--- config.mk ---
export PLATFORM = sky130hd
export DESIGN_NAME = regfile_writeback
export DESIGN_NICKNAME = d
export VERILOG_FILES = /design/src/rtl/regfile_writeback.sv
export SDC_FILE = /design/constraint.sdc
export NUM_CORES = 1
export LEC_CHECK = 0
export CAP_MARGIN = 30
export CORE_ASPECT_RATIO = 1.2
export CORE_MARGIN = 2
export CORE_UTILIZATION = 40
export DETAILED_ROUTE_END_ITERATION = 8
export HOLD_SLACK_MARGIN = 0.1
export SKIP_CTS_REPAIR_TIMING = 1
export SLEW_MARGIN = 25
export SYNTH_ARGS = -nofsm -noshare
export SYNTH_HDL_FRONTEND = slang
export SYNTH_SLANG_ARGS = --single-unit
--- constraint.sdc ---
create_clock -name clk -period 10.95 [get_ports clk]
set_clock_uncertainty 0.15 [all_clocks]
set_input_delay 3.285 -clock clk [delete_from_list [all_inputs] [get_ports clk]]
set_output_delay 3.285 -clock clk [all_outputs]
set_load 0.01 [all_outputs]
--- src/rtl/regfile_writeback.sv ---
// Write-side controller for a 2R/1W register file with hard-wired $0.
// Single-cycle ALU results go straight to the registered write stage.
// Deferred (load/mul-div) results wait in an in-order FIFO and take
// the write port whenever the ALU does not need it.
// A per-register pending mask lets issue logic stall RAW hazards.
module regfile_writeback #(
  parameter int DEPTH  = 4,
  parameter int DATA_W = 32,
  parameter int ADDR_W = 5
) (
  input  logic                    clk,
  input  logic                    rst,
  input  logic                    alu_valid,
  output logic                    alu_ready,
  input  logic [ADDR_W-1:0]       alu_wa,
  input  logic [DATA_W-1:0]       alu_wd,
  input  logic                    lsu_valid,
  output logic                    lsu_ready,
  input  logic [ADDR_W-1:0]       lsu_wa,
  input  logic [DATA_W-1:0]       lsu_wd,
  output logic                    rf_we,
  output logic [ADDR_W-1:0]       rf_wa,
  output logic [DATA_W-1:0]       rf_wd,
  output logic [2**ADDR_W-1:0]    pending,
  output logic [$clog2(DEPTH):0]  fifo_count
);

  localparam int PW   = $clog2(DEPTH);
  localparam int CW   = PW + 1;
  localparam int NREG = 2**ADDR_W;

  // Deferred-result storage; only the pointers and count carry reset.
  logic [ADDR_W-1:0] wa_mem [DEPTH];
  logic [DATA_W-1:0] wd_mem [DEPTH];

  logic [PW-1:0]     rd_ptr_reg;
  logic [PW-1:0]     wr_ptr_reg;
  logic [CW-1:0]     count_reg;
  logic [CW-1:0]     count_next;

  logic              rf_we_reg;
  logic [ADDR_W-1:0] rf_wa_reg;
  logic [DATA_W-1:0] rf_wd_reg;

  logic              not_full;
  logic              alu_write;
  logic              push;
  logic              pop;
  logic [DEPTH-1:0]  entry_valid;
  logic [NREG-1:0]   fifo_pend;

  // Full is judged on the registered count only, so a pop in the same
  // cycle never makes room for an extra push.
  assign not_full  = (count_reg < CW'(DEPTH));
  assign lsu_ready = not_full;

  // The ALU may not overtake a queued write to the same register, and is
  // held off entirely while the FIFO is full so the queue can drain.
  assign alu_ready = not_full && !fifo_pend[alu_wa];

  // Writes to $0 are accepted but never occupy the write port or the FIFO.
  assign alu_write = alu_valid && alu_ready && (alu_wa != '0);
  assign push      = lsu_valid && lsu_ready && (lsu_wa != '0);
  assign pop       = !alu_write && (count_reg != '0);

  assign count_next = count_reg + {{(CW-1){1'b0}}, push} - {{(CW-1){1'b0}}, pop};

  // An entry is live when its distance from the read pointer is below the count.
  generate
    for (genvar gi = 0; gi < DEPTH; gi++) begin : g_entry_valid
      logic [PW-1:0] offset;
      assign offset          = PW'(gi) - rd_ptr_reg;
      assign entry_valid[gi] = ({1'b0, offset} < count_reg);
    end
  endgenerate

  // Destination mask of every live FIFO entry.
  always_comb begin
    fifo_pend = '0;
    for (int i = 0; i < DEPTH; i++) begin
      if (entry_valid[i]) begin
        fifo_pend[wa_mem[i]] = 1'b1;
      end
    end
  end

  // Scoreboard: queued in the FIFO or sitting in the output stage; $0 never pends.
  generate
    for (genvar gi = 0; gi < NREG; gi++) begin : g_pending
      if (gi == 0) begin : g_zero
        assign pending[gi] = 1'b0;
      end else begin : g_reg
        assign pending[gi] = fifo_pend[gi] ||
                             (rf_we_reg && (rf_wa_reg == ADDR_W'(gi)));
      end
    end
  endgenerate

  // FIFO pointer and occupancy update; pointers wrap naturally at DEPTH.
  always_ff @(posedge clk) begin
    if (rst) begin
      rd_ptr_reg <= '0;
      wr_ptr_reg <= '0;
      count_reg  <= '0;
    end else begin
      if (push) wr_ptr_reg <= wr_ptr_reg + 1'b1;
      if (pop)  rd_ptr_reg <= rd_ptr_reg + 1'b1;
      count_reg <= count_next;
    end
  end

  // FIFO storage write at the tail; contents need no reset.
  always_ff @(posedge clk) begin
    if (push) begin
      wa_mem[wr_ptr_reg] <= lsu_wa;
      wd_mem[wr_ptr_reg] <= lsu_wd;
    end
  end

  // Output stage: ALU has priority, else FIFO head, else idle holding addr/data.
  always_ff @(posedge clk) begin
    if (rst) begin
      rf_we_reg <= 1'b0;
      rf_wa_reg <= '0;
      rf_wd_reg <= '0;
    end else if (alu_write) begin
      rf_we_reg <= 1'b1;
      rf_wa_reg <= alu_wa;
      rf_wd_reg <= alu_wd;
    end else if (pop) begin
      rf_we_reg <= 1'b1;
      rf_wa_reg <= wa_mem[rd_ptr_reg];
      rf_wd_reg <= wd_mem[rd_ptr_reg];
    end else begin
      rf_we_reg <= 1'b0;
    end
  end

  assign rf_we      = rf_we_reg;
  assign rf_wa      = rf_wa_reg;
  assign rf_wd      = rf_wd_reg;
  assign fifo_count = count_reg;

endmodule

**Word level (Yosys, flattened, before mapping)**

Memories as Yosys holds them, arrays and structs flattened. A register that Yosys moved wholly into a read port is not among the register bits.
Cells that the tools add are included.

- Add/sub/neg operators: 8
- Reduce and logical (&&, ||, !) cells: 78
- Mux-type cells: 26
- Magnitude comparators: 14
- Bitwise logic cells: 3
- Eq/ne operators: 31

Operators by type and width:

| kind | number |
|---|---|
| two-way mux 32 bit | 6 |
| OR 32 bit | 3 |
| equality test 5 bit (second input constant) | 16 |
| logical AND 1 bit | 41 |
| equality test 5 x 4 -> 1 bit (second input constant) | 8 |
| logical OR 1 bit | 31 |
| less-than comparator 5 x 6 -> 1 bit (second input constant) | 5 |
| demux 1 bit (select 5 bit) | 4 |
| equality test 5 x 3 -> 1 bit (second input constant) | 4 |
| >= comparator 5 x 1 -> 1 bit (second input constant) | 4 |
| less-than comparator 2 x 3 -> 1 bit | 4 |
| equality test 5 x 2 -> 1 bit (second input constant) | 2 |
| two-way mux 5 bit | 2 |
| nonzero test 5 bit | 2 |
| two-way mux 1 bit | 9 |
| two-way mux 2 bit | 4 |
| binary-select mux 1 bit (select 5 bit) | 1 |
| equality test 5 x 1 -> 1 bit (second input constant) | 1 |
| adder 2 x 1 -> 2 bit (second input constant) | 2 |
| subtractor 1 x 2 -> 2 bit (first input constant) | 2 |
| subtractor 2 bit (first input constant) | 2 |
| adder 3 x 1 -> 3 bit | 1 |
| less-than comparator 3 bit (second input constant) | 1 |
| nonzero test 3 bit | 1 |
| other kinds (3) | 4 |

- Flip-flop bits (word level): 45
- Memories kept: 2
- Bits in writable memories: 148
- Logic and storage cells: 168
- Bits of input ports: 78

Memory list:

| memory | depth | width | read ports | clocked after memory_dff | write ports | line | RTL |
|---|---|---|---|---|---|---|---|
| wd_mem | 4 | 32 | 1 | 1 | 1 | 34 | `logic [DATA_W-1:0] wd_mem [DEPTH];` |
| wa_mem | 4 | 5 | 5 | 1 | 1 | 33 | `logic [ADDR_W-1:0] wa_mem [DEPTH];` |

**Depth between registers and ports, before layout**

An unclocked memory read counts as a cell.

- Depth after elaboration: 22
- Mapped depth: 18

**Worst setup path after synthesis**

Ideal clock, no wire load.

- Path type: input to output
- Start: input port alu_wa[1]
- End: output port alu_ready
- Arrival time: 5.130 ns
- Slack: 2.385 ns
- Required time: 7.515 ns
- Stages on the path: 9
- Path through: clkbuf_1 nor2_1 o311ai_0 o21ai_0 a2111o_1 o32a_1 buf_6 buf_6 nor2_1

- Word-level cells in the longest chain between the ends: 4

RTL lines:

| what | line | RTL |
|---|---|---|
| start, declared | 15 | `input logic [ADDR_W-1:0] alu_wa,` |
| binary-select mux 1 bit (select 5 bit) | 59 | `assign alu_ready = not_full && !fifo_pend[alu_wa];` |
| two-way mux 1 bit (implied by the code) | 59 |  |
| zero test 1 bit | 59 |  |
| logical AND 1 bit | 59 |  |
| end, declared | 14 | `output logic alu_ready,` |

Every way passes these cells. The select of a mux whose other input is x is not followed.

**Worst setup path after layout**

Ends and elaborated chain as after synthesis.

==> impl_metrics.json <==
{
  "status": "finished, final reports clean",
  "synth_top_cells_by_count": "sky130_fd_sc_hd__edfxtp_1, sky130_fd_sc_hd__dfxtp_1, sky130_fd_sc_hd__nor2_1, sky130_fd_sc_hd__mux2i_1, sky130_fd_sc_hd__mux4_2",
  "rsz0062_at_grt": "no",
  "crit_arrival_ns": 6.34,
  "min-delay-path-class": "reg -> reg",
  "avgRoutedWirePerCell_um": 24.1,
  "ys_async_sr_fraction_pct": 0,
  "finalSetupTns_ns": 0,
  "drtAntennaViolNets": 0,
  "synth_seq_area_share_pct": 53.6,
  "postSynthNetCount": 840,
  "yosys_register_bits": 195,
  "end_kind": "primary output",
  "grt_first_pass_wirelength_um": 44000,
  "synth.avg_cell_area_sq_um": 13.4,
  "final-hold-violation-count": 0,
  "initial_core_util_pct": 40.6,
  "detailroute.via_count": 7198,
  "largest_register_ff_count": 128,
  "synth_enable_flop_cells": 148,
  "synth.yosys.warnings": 0,
  "setup_viol_count_final": 0,
  "core_area_sq_um": 24800,
  "cts-buffers-inserted": 17,
  "synth_top_cell_by_area": "sky130_fd_sc_hd__edfxtp_1",
  "fin_crit_ns": 9.77,
  "startpoint_type": "input port",
  "worst_slew_margin_rel_pct": 36.7,
  "path_buf_inv": 3,
  "synthDistinctLibCells": 78,
  "numClockSinks": 195,
  "layout.filler_cells": 2206,
  "synthToLayoutAreaGrowth_pct": 23.6,
  "placement.io_buffers": 151,
  "report.power.total_mw": 2.82,
  "post-route-drc-count": 0,
  "cp_data_required_time_ns": 7.52,
  "worst_path_dominant_cell_family": "buffers and inverters",
  "detail_route.vias_per_cell": 5.91,
  "most_used_standard_cell_by_instance_count_after_synthesis": "sky130_fd_sc_hd__edfxtp_1",
  "drive_above_1_share_pct": 20.0,
  "power_leakage_nw": 3.96,
  "synth_top_area_share_pct": 44.2,
  "dieHeight_um": 178,
  "num_io_pins": 153,
  "worst_hold_startpoint": "wr_ptr_reg[1]",
  "grt_start_max_net_pins": 48,
  "synthCells": 751,
  "syn_area_sq_um": 10100,
  "timing.final.max_slew_violations": 0,
  "max_clock_freq_ghz": 0.102,
  "critPathKind": "in -> out",
  "ys_dominant_reg_cell": "sky130_fd_sc_hd__edfxtp_1",
  "clockBufferDepth": 2,
  "path_max_fanout": 15,
  "yosys-top-cells-area": "sky130_fd_sc_hd__edfxtp_1, sky130_fd_sc_hd__dfxtp_1, sky130_fd_sc_hd__mux4_2",
  "rr_startpoint": "fifo_count[1]",
  "design.die.area_sq_um": 26400,
  "number_of_global_route_vias_before_repair": 7213,
  "grt_use_total_pct": 22.4,
  "path_clk_slew_ns": 0.07,
  "cpPeakStageDelay_ns": 0.75,
  "wirelength_um": 29400,
  "die_w_um": 149,
  "final_nets": 968,
  "drt_first_iter_violations": 490,
  "initial_antenna_violation_count": 0,
  "tritoncts": "built",
  "drt_pre_antenna_iters": 5,
  "fp-row-count": 63,
  "pd_cells_nw_per_um2": 227,
  "gp_routability_congestion": 0.968,
  "critical_path.cell_chain": "clkdlybuf4s50_1 -> inv_1 -> nor2_1 -> nand3_1 -> o21ai_0 -> a2111o_1 -> o32a_2 -> nor2_1 -> clkdlybuf4s50_1",
  "grt_overflow_total": 0,
  "slowest_stage": "sky130_fd_sc_hd__clkdlybuf4s50_1",
  "clockRootBuffer": "sky130_fd_sc_hd__clkbuf_16",
  "timing.max_cap.violations": 0,
  "peak_supply_drop_mv": 0.126,
  "actual_slew_at_the_worst_max_slew_pin_ns": 0.943,
  "num_antenna_cells": 0,
  "detailed_place_hpwl_um": 20300,
  "holdWs_ns": 0.408,
  "clk-insertion-delay-late_ns": 0.44,
  "htree_levels": 4,
  "timing.critical_path.from": "alu_wa[1]",
  "period_share_pct": 89.2
}
worst paths after layout:
| check | end | slack, ns | cells after the start |
|---|---|---|---|
| worst max-delay path | alu_ready | 1.18 | 9 |
| worst min-delay path | wr_ptr_reg[1] | 0.41 | 2 |
| worst max register to register | fifo_count[2] | 5.79 | 16 |
| worst min register to register | wr_ptr_reg[1] | 0.41 | 2 |
per-layer routing:
metal  GRT usage (%)  share of wire [%]
met5               0                  0
met4            10.4                4.2
met3            4.06                5.0
met2            38.4                 50
met1            27.4                 41
area by class of cell:
type	count	area, sq um	share of cell area, %
Sequential cell	195	5390	43.3
Clock buffer	17	425	3.42
Tap cell	325	407	3.27
Multi-Input combinational cell	488	4360	35.1
Inverter	17	63.8	0.513
Clock inverter	15	220	1.77
Timing Repair Buffer	160	1570	12.6
power breakdown:
part           switching, mW  internal [mW]  leakage, nW  total [mW]
registers             0.0812          0.919         1.74        1.00
clock network          0.327          0.340        0.311       0.667
logic                  0.625          0.530         1.90        1.16
cells by family (layout without fill, tap and decap cells):
logic type | Yosys count | in the layout | share of synthesized area, %
and+or+nand+nor | 224 | 224 | 13.6
AOI/OAI and AO/OA | 167 | 167 | 14.9
adders and majority gates | 11 | 11 | 1.44
DFF | 195 | 195 | 53.6
other | 1 | 1 | 0.0373
xor gates and xnor gates | 4 | 4 | 0.348
buffers and inverters | 68 | 209 | 3.32
muxes | 81 | 81 | 12.8
stage by stage:
step / setup slack, ns / utilization (%) / std cells / cell area, sq um
global placement: 1.24 / 47.6 / 1184 / 11800
global route: 1.07 / 50.2 / 1217 / 12400
CTS: 1.22 / 50.2 / 1216 / 12400
detailed placement: 1.23 / 47.6 / 1184 / 11800
floorplan: 2.38 / - / 751 / 10100
finish: 1.18 / 50.2 / 1217 / 12400
tightest hold or removal path, delay by kind of cell (launching register included):
family,cells,cell delay [ns]
flip-flops,1,0.34
AND/OR/NAND/NOR,1,0.05
multiplexers,1,0.13
cell usage in the layout (no fill, tap or decap), types with 15 or more instances in the layout:
master	n
sky130_fd_sc_hd__nand2b_1	20
sky130_fd_sc_hd__mux2i_1	38
sky130_fd_sc_hd__nor2_1	47
sky130_fd_sc_hd__a211oi_2	30
sky130_fd_sc_hd__a211oi_1	23
sky130_fd_sc_hd__o22ai_1	16
sky130_fd_sc_hd__nor3_1	29
sky130_fd_sc_hd__o21ai_0	30
sky130_fd_sc_hd__dfxtp_1	45
sky130_fd_sc_hd__inv_1	17
sky130_fd_sc_hd__nand2_1	24
sky130_fd_sc_hd__nor2b_1	15
sky130_fd_sc_hd__mux4_2	37
sky130_fd_sc_hd__nor3_2	30
sky130_fd_sc_hd__edfxtp_1	148
sky130_fd_sc_hd__clkdlybuf4s50_1	150
sky130_fd_sc_hd__clkbuf_16	17
Power figures use the tool's default switching activity.
